**src/rtl/pack_str_serializer.sv**
```systemverilog
// Frame-to-stream serializer: accepts a masked frame of pack_str_t elements and emits
// enabled elements one per beat. Optional out_par port enabled by PACK_STR_SER_PARITY_EN.
package pack_str_pkg;
  typedef struct packed {
    logic a;
    logic b;
  } pack_str_t;
endpackage

module pack_str_serializer
  import pack_str_pkg::*;
#(
  parameter int NUM_ELEM = 3,
  parameter int CNT_W    = 8,
  localparam int IDX_W   = $clog2(NUM_ELEM)
) (
  input  logic                clk,
  input  logic                rst,
  input  logic                frm_valid,
  output logic                frm_ready,
  input  pack_str_t           frm_data [NUM_ELEM],
  input  logic [NUM_ELEM-1:0] frm_mask,
  output logic                out_valid,
  input  logic                out_ready,
  output pack_str_t           out_data,
  output logic [IDX_W-1:0]    out_idx,
  output logic                out_last,
  output logic                drop_pulse,
  output logic [CNT_W-1:0]    frm_cnt
`ifdef PACK_STR_SER_PARITY_EN
  ,
  output logic                out_par
`endif
);

  typedef enum logic {IDLE = 1'b0, SEND = 1'b1} state_t;

  state_t              state, state_nxt;
  pack_str_t           elem_buf [NUM_ELEM];
  logic [NUM_ELEM-1:0] rem;
  logic [IDX_W-1:0]    cur;
  logic                accept, accept_load, accept_drop, beat_hs;

  // Lowest set bit of the remaining mask selects the current element.
  always_comb begin
    cur = '0;
    for (int i = NUM_ELEM - 1; i >= 0; i--) begin
      cur = rem[i] ? IDX_W'(i) : cur;
    end
  end

  assign out_valid   = (state == SEND);
  assign out_idx     = cur;
  assign out_data    = elem_buf[cur];
  assign out_last    = (rem != '0) && ((rem & (rem - NUM_ELEM'(1))) == '0);
  assign beat_hs     = out_valid && out_ready;
  assign accept      = frm_valid && frm_ready;
  assign accept_load = accept && (frm_mask != '0);
  assign accept_drop = accept && (frm_mask == '0);

  // Frame-ready and next-state logic; a new frame may chain onto the final beat.
  always_comb begin
    state_nxt = state;
    frm_ready = 1'b0;
    case (state)
      IDLE: begin
        frm_ready = !rst;
        state_nxt = accept_load ? SEND : IDLE;
      end
      SEND: begin
        frm_ready = !rst && out_last && out_ready;
        if (beat_hs && out_last) begin
          state_nxt = accept_load ? SEND : IDLE;
        end else begin
          state_nxt = SEND;
        end
      end
      default: begin
        state_nxt = IDLE;
      end
    endcase
  end

  // State register.
  always_ff @(posedge clk or posedge rst) begin
    if (rst) begin
      state <= IDLE;
    end else begin
      state <= state_nxt;
    end
  end

  // Frame buffer and remaining mask change only on accept or handshake, holding outputs under backpressure.
  always_ff @(posedge clk or posedge rst) begin
    if (rst) begin
      rem <= '0;
      for (int i = 0; i < NUM_ELEM; i++) begin
        elem_buf[i] <= '0;
      end
    end else if (accept_load) begin
      rem <= frm_mask;
      for (int i = 0; i < NUM_ELEM; i++) begin
        elem_buf[i] <= frm_data[i];
      end
    end else if (beat_hs) begin
      rem[cur] <= 1'b0;
    end
  end

  // Completed-frame counter and zero-mask drop pulse.
  always_ff @(posedge clk or posedge rst) begin
    if (rst) begin
      frm_cnt    <= '0;
      drop_pulse <= 1'b0;
    end else begin
      drop_pulse <= accept_drop;
      if (beat_hs && out_last) begin
        frm_cnt <= frm_cnt + CNT_W'(1);
      end
    end
  end

`ifdef PACK_STR_SER_PARITY_EN
  function automatic logic even_par(input pack_str_t d, input logic [IDX_W-1:0] idx);
    return ^{d.a, d.b, idx};
  endfunction

  assign out_par = even_par(out_data, out_idx);
`endif

endmodule

```
**config.mk**
```make
export PLATFORM = sky130hd
export DESIGN_NAME = pack_str_serializer
export DESIGN_NICKNAME = d
export VERILOG_FILES = /design/src/rtl/pack_str_serializer.sv
export SDC_FILE = /design/constraint.sdc
export NUM_CORES = 1
export LEC_CHECK = 0
export BUFFER_PORTS_ARGS = -buffer_cell sky130_fd_sc_hd__buf_2
export CORE_MARGIN = 10
export CORE_UTILIZATION = 49
export DETAILED_ROUTE_END_ITERATION = 6
export GPL_TIMING_DRIVEN = 0
export HOLD_SLACK_MARGIN = 0.12
export MAX_ROUTING_LAYER = met4
export PLACE_DENSITY = 0.77
export SLEW_MARGIN = 20
export SYNTH_ARGS = -nofsm -noshare
export SYNTH_HDL_FRONTEND = slang
export SYNTH_SLANG_ARGS = --single-unit
export TNS_END_PERCENT = 20
```
**constraint.sdc**
```tcl
create_clock -name clk -period 1.98 [get_ports clk]
set_clock_uncertainty 0.15 [all_clocks]
set_input_delay 0.099 -clock clk [delete_from_list [all_inputs] [get_ports clk]]
set_output_delay 0.099 -clock clk [all_outputs]
set_load 0.01 [all_outputs]
```
# After elaboration in Yosys (flattened, before gate mapping)
# Index checks and enable logic that the tools add are counted.
dict set report word_totals {
  reg_bits 19
  input_bits 13
  out_inout_bits 16
  wordCells 49
}
dict set report classes {
  addsub 2
  order_cmp 3
  n_mux 14
  bitwise_logic 5
  n_reduce_logical 15
}
# op n
set ops {}
lappend ops {{2-bit two-way mux} 5}
lappend ops {{1-bit logical AND} 9}
lappend ops {{8-bit by 1-bit adder with 8-bit output, second input constant} 1}
lappend ops {{3-bit bitwise AND} 2}
lappend ops {{3-bit logical NOT} 2}
lappend ops {{3-bit two-way mux} 2}
lappend ops {{3-bit nonzero test} 2}
lappend ops {{2-bit binary-select mux with 2-bit select} 1}
lappend ops {{1-bit case mux with 2 select lines} 2}
lappend ops {{3-bit greater-or-equal comparator, second input constant} 1}
lappend ops {{2-bit by 3-bit less-than comparator with 1-bit output, second input constant} 1}
lappend ops {{1-bit two-way mux} 3}
lappend ops {{2-bit NOT with 3-bit output} 1}
lappend ops {{3-bit NOT} 1}
lappend ops {{3-bit by 1-bit subtractor with 3-bit output, second input constant} 1}
lappend ops {{1-bit demux with 2-bit select} 1}
lappend ops {{2-bit by 1-bit greater-or-equal comparator with 1-bit output, second input constant} 1}
lappend ops {{2-bit nonzero test} 1}
lappend ops {{1-bit logical NOT} 1}
lappend ops {{1-bit NOT} 1}

# Depth between registers and ports, before layout
dict set report depth {
  depth_word 12
  mapped_depth 5
  depth_no_buf 4
}

# Worst setup path before layout
# Ideal clock, no wire load.
dict set report synth_timing {
  path_kind {flip-flop to flip-flop}
  start {register rem[1]}
  end {register frm_cnt[1]}
  setup_time_ps 125
  t_arrival_ps 1474
  t_required_ps 1705
  slack_ps 231
  path_stages_with_launch 4
  n_path_buf 0
  synth_period_minus_slack_ps 1749
  cell_sequence {dfrtp_1 > or3b_1 > o22ai_2 > mux2_2}
}
dict set report synth_via {
  elab_chain_len 5
  elab_cells_between_ends 6
  classes_between {add/sub: 1; bitwise: 1; reduce/logical: 4}
}
# item line
set synth_rtl {}
lappend synth_rtl {{start, declared} 40} ;# logic [NUM_ELEM-1:0] rem;
lappend synth_rtl {{start signal, assigned} 101} ;# rem <= frm_mask;
lappend synth_rtl {{3-bit by 1-bit subtractor with 3-bit output} 55} ;# assign out_last = (rem != '0) && ((rem & (rem - NUM_ELEM'(1))) == '0);
lappend synth_rtl {{3-bit bitwise AND} 55}
lappend synth_rtl {{3-bit logical NOT} 55}
lappend synth_rtl {{1-bit logical AND *} 55}
lappend synth_rtl {{1-bit logical AND *} 117} ;# if (beat_hs && out_last) begin
lappend synth_rtl {{end signal, assigned} 118} ;# frm_cnt <= frm_cnt + CNT_W'(1);
lappend synth_rtl {{end, declared} 29} ;# output logic [CNT_W-1:0] frm_cnt
# Every way passes the cells marked *; elsewhere a longest branch is shown, timed or not.
# A chain may end at the register's enable or synchronous reset.

# Worst setup path after layout
# Ends and elaborated chain as after synthesis.

==> impl_metrics.tcl <==
set metrics [dict create \
    max_freq_mhz 527 \
    io_pins 29 \
    synth-edff-count 0 \
    grt_max_degree 21 \
    design_area_um2 1280 \
    required_ps 2020 \
    clock_latency_ps 290 \
    syn-cell-area_um2 958 \
    synth_fp_nets 92 \
    synth_cell_types 29 \
    grt_pass1_wl_um 3600 \
    rows 15 \
    share_seq_of_total_power_pct 42.5 \
    maxSlewHeadroom_pct 72.0 \
    drtIter0Drc 26 \
    slew_violations 0 \
    cap_violations 0 \
    status "complete, no violations" \
    swShare_pct 38.6 \
    p_leak_nw 0.631 \
    grt_overflow_total 0 \
    diodes 0 \
    ir_drop_uv 870 \
    p_comb_share_pct 45.9 \
    rsz0062_at_grt "true" \
    crit_type "reg -> reg" \
    post-route-min-period_ps 1900 \
    holdCritPathClass "in -> async" \
    grt_usage_pct 10.9 \
    critPathMaxFanout 8 \
    yosys_warnings 0 \
    ys_seq_area_share_pct 49.6 \
    place.gp.congestion 0.716 \
    synth_ff_type "dfrtp_1" \
    syn_avg_cell_area_um2 12.3 \
    final_core_util_pct 71.9 \
    antenna_found_initial 0 \
    cp_top_family "flip-flops" \
    async_reset_ff_share_pct 100 \
    htreeDepth 1 \
    clkTransAtPathRegs_ps 100 \
    initial_core_util_pct 53.8 \
    core_area_um2 1780 \
    setup_viol 0 \
    num_vias 746 \
    drc 0 \
    firstDrtPassIters 4 \
    p_clk_share_pct 11.7 \
    p_total_mw 1.62 \
    setup_tns_ps 0 \
    p_sw_mw 0.625 \
    syn_inst 78 \
    drive_gt1_share_pct 35.2 \
    worst_pin_slew_ps 417 \
    ant_nets 0 \
    fin_nets 137 \
    dpl_cell_area_um2 1130 \
    timing.final.crit_share_pct 95.9 \
    cts_buffer_depth 2 \
    critPathCaptureType "flop" \
    slowest_stage "dfrtp_1" \
    drt-total-wl_um 2110 \
    die_height_um 64.2 \
    hold_violations 0 \
    ys_ff_latch 19 \
    worstPathArrival_ps 1940 \
    grt_pass1_vias 724 \
    powerDensity_nw_per_um2 1270 \
    max_stage_delay_ps 450 \
    area_delta_synth_final_pct 33.7 \
    die-area_um2 4120 \
    die_width_um 64.2 \
    via_per_inst 5.07 \
    io_buffers 28 \
    routedWlPerCell_um 14.4 \
    post-dp-hpwl_um 1520 \
    cp_cell_sequence "or3b_1, o22ai_2, mux2_2" \
    tritoncts "built" \
    cts_num_sinks 19 \
    critPathBufInv 0 \
    p_int_mw 0.996 \
    startpoint_type "flop" \
    root_buffer "clkbuf_4" \
    cts_buffers 3 \
    holdWs_ps 202 \
]
-- through the flow --
step	worst slack, ps	instances
2_1_floorplan	231	78
3_3_place_gp	132	131
3_5_place_dp	105	131
4_1_cts	70.3	147
5_1_grt	-13.3	147
6_report	82.0	147
-- logic make-up (layout without fill, tap and decap cells) --
| kind of cell | after synthesis | count (layout) | share of synthesized area [%] |
|---|---|---|---|
| xor gates and xnor gates | 8 | 8 | 7.31 |
| muxes | 9 | 9 | 12.7 |
| buffers and inverters | 5 | 49 | 2.74 |
| adders and majority gates | 1 | 1 | 1.31 |
| and+or+nand+nor | 25 | 25 | 15.5 |
| DFF | 19 | 19 | 49.6 |
| AOI/OAI and AO/OA | 11 | 11 | 10.8 |
-- worst register-to-register path: stages (launching register included) --
cell	delay, ps
dfrtp_1	450
or3b_1	440
o22ai_2	370
mux2_2	380
-- power groups by stage --
| stage | registers [mW] | clock network [mW] | logic, mW |
|---|---|---|---|
| after CTS | 0.685 | 0.194 | 0.753 |
| after floorplan | 0.687 | 0 | 0.486 |
| after detailed placement | 0.695 | 0 | 0.730 |
| after global routing | 0.715 | 0.212 | 0.822 |
| after global placement | 0.685 | 0 | 0.713 |
| final | 0.688 | 0.189 | 0.743 |
-- cells in the final DEF (no fill, tap or decap), types with 2 or more instances in the layout --
| master | n |
|---|---|
| inv_1 | 3 |
| dfrtp_1 | 19 |
| nand2_1 | 6 |
| nand4_1 | 3 |
| clkbuf_4 | 3 |
| mux2_4 | 6 |
| and4_1 | 2 |
| nand3_1 | 3 |
| dlygate4sd3_1 | 12 |
| nor2_1 | 2 |
| o21ai_0 | 3 |
| xnor2_1 | 7 |
| o31ai_1 | 2 |
| and2_1 | 2 |
| buf_2 | 28 |
| nand2b_1 | 2 |
| mux2i_1 | 2 |
-- repair_timing --
| action | CTS | global route |
|---|---|---|
| gates resized for setup | 0 | 1 |
| hold buffers | 12 | 0 |
| setup buffers | 0 | 0 |
| endpoints found under the hold margin | 30 | 0 |
| setup endpoints to repair | 0 | 2 |
-- area by class of cell --
type,count,area (um^2)
buffer,1,11.3
clock buffer,3,22.5
clock inverter,1,5.00
fill,128,502
inverter,4,18.8
multi-input combinational,54,457
sequential,19,475
tap,25,31.3
timing repair buffer,40,260
-- metal layers --
layer  track usage [%]  vias to the layer above  wire (um)
li1                  -                      370          -
met2              17.2                       17       1020
met3              4.53                        4        113
met5                 -                        -          0
met4              2.41                        0         17
met1              12.6                      355        961
-- worst paths after layout --
path,from,to,slack (ps),cells after the start
worst min-delay path,rst,out_valid$_DFF_PP0_,200,3
worst max-delay path,rem[1]$_DFFE_PP0P_,frm_cnt[1]$_DFFE_PP0N_,80,3
worst max register to register,rem[1]$_DFFE_PP0P_,frm_cnt[1]$_DFFE_PP0N_,80,3
worst min register to register,frm_cnt[7]$_DFFE_PP0N_,frm_cnt[7]$_DFFE_PP0N_,330,1
max in group asynchronous,rst,frm_cnt[3]$_DFFE_PP0N_,1230,3
min in group clk,frm_cnt[7]$_DFFE_PP0N_,frm_cnt[7]$_DFFE_PP0N_,330,1
-- flip-flops by register name (all words and copies together) (netlist names) --
signal / count
drop_pulse: 1
elem_buf: 6
frm_cnt: 8
out_valid: 1
rem: 3
-- synthesized netlist by cell type, drive strengths merged (2+ instances only) --
| library cell | count | area share (%) |
|---|---|---|
| nand2 | 6 | 2.3 |
| o21ai | 3 | 1.6 |
| and4 | 2 | 1.8 |
| nand4 | 3 | 2.0 |
| dfrtp | 19 | 50 |
| o31ai | 2 | 1.6 |
| nor2 | 2 | 0.78 |
| nand3 | 3 | 1.6 |
| and2 | 2 | 1.3 |
| mux2i | 2 | 2.1 |
| xnor2 | 7 | 6.4 |
| mux2 | 7 | 11 |
| nand2b | 2 | 1.3 |
| inv | 4 | 1.6 |
Power figures use the tool's default switching activity.
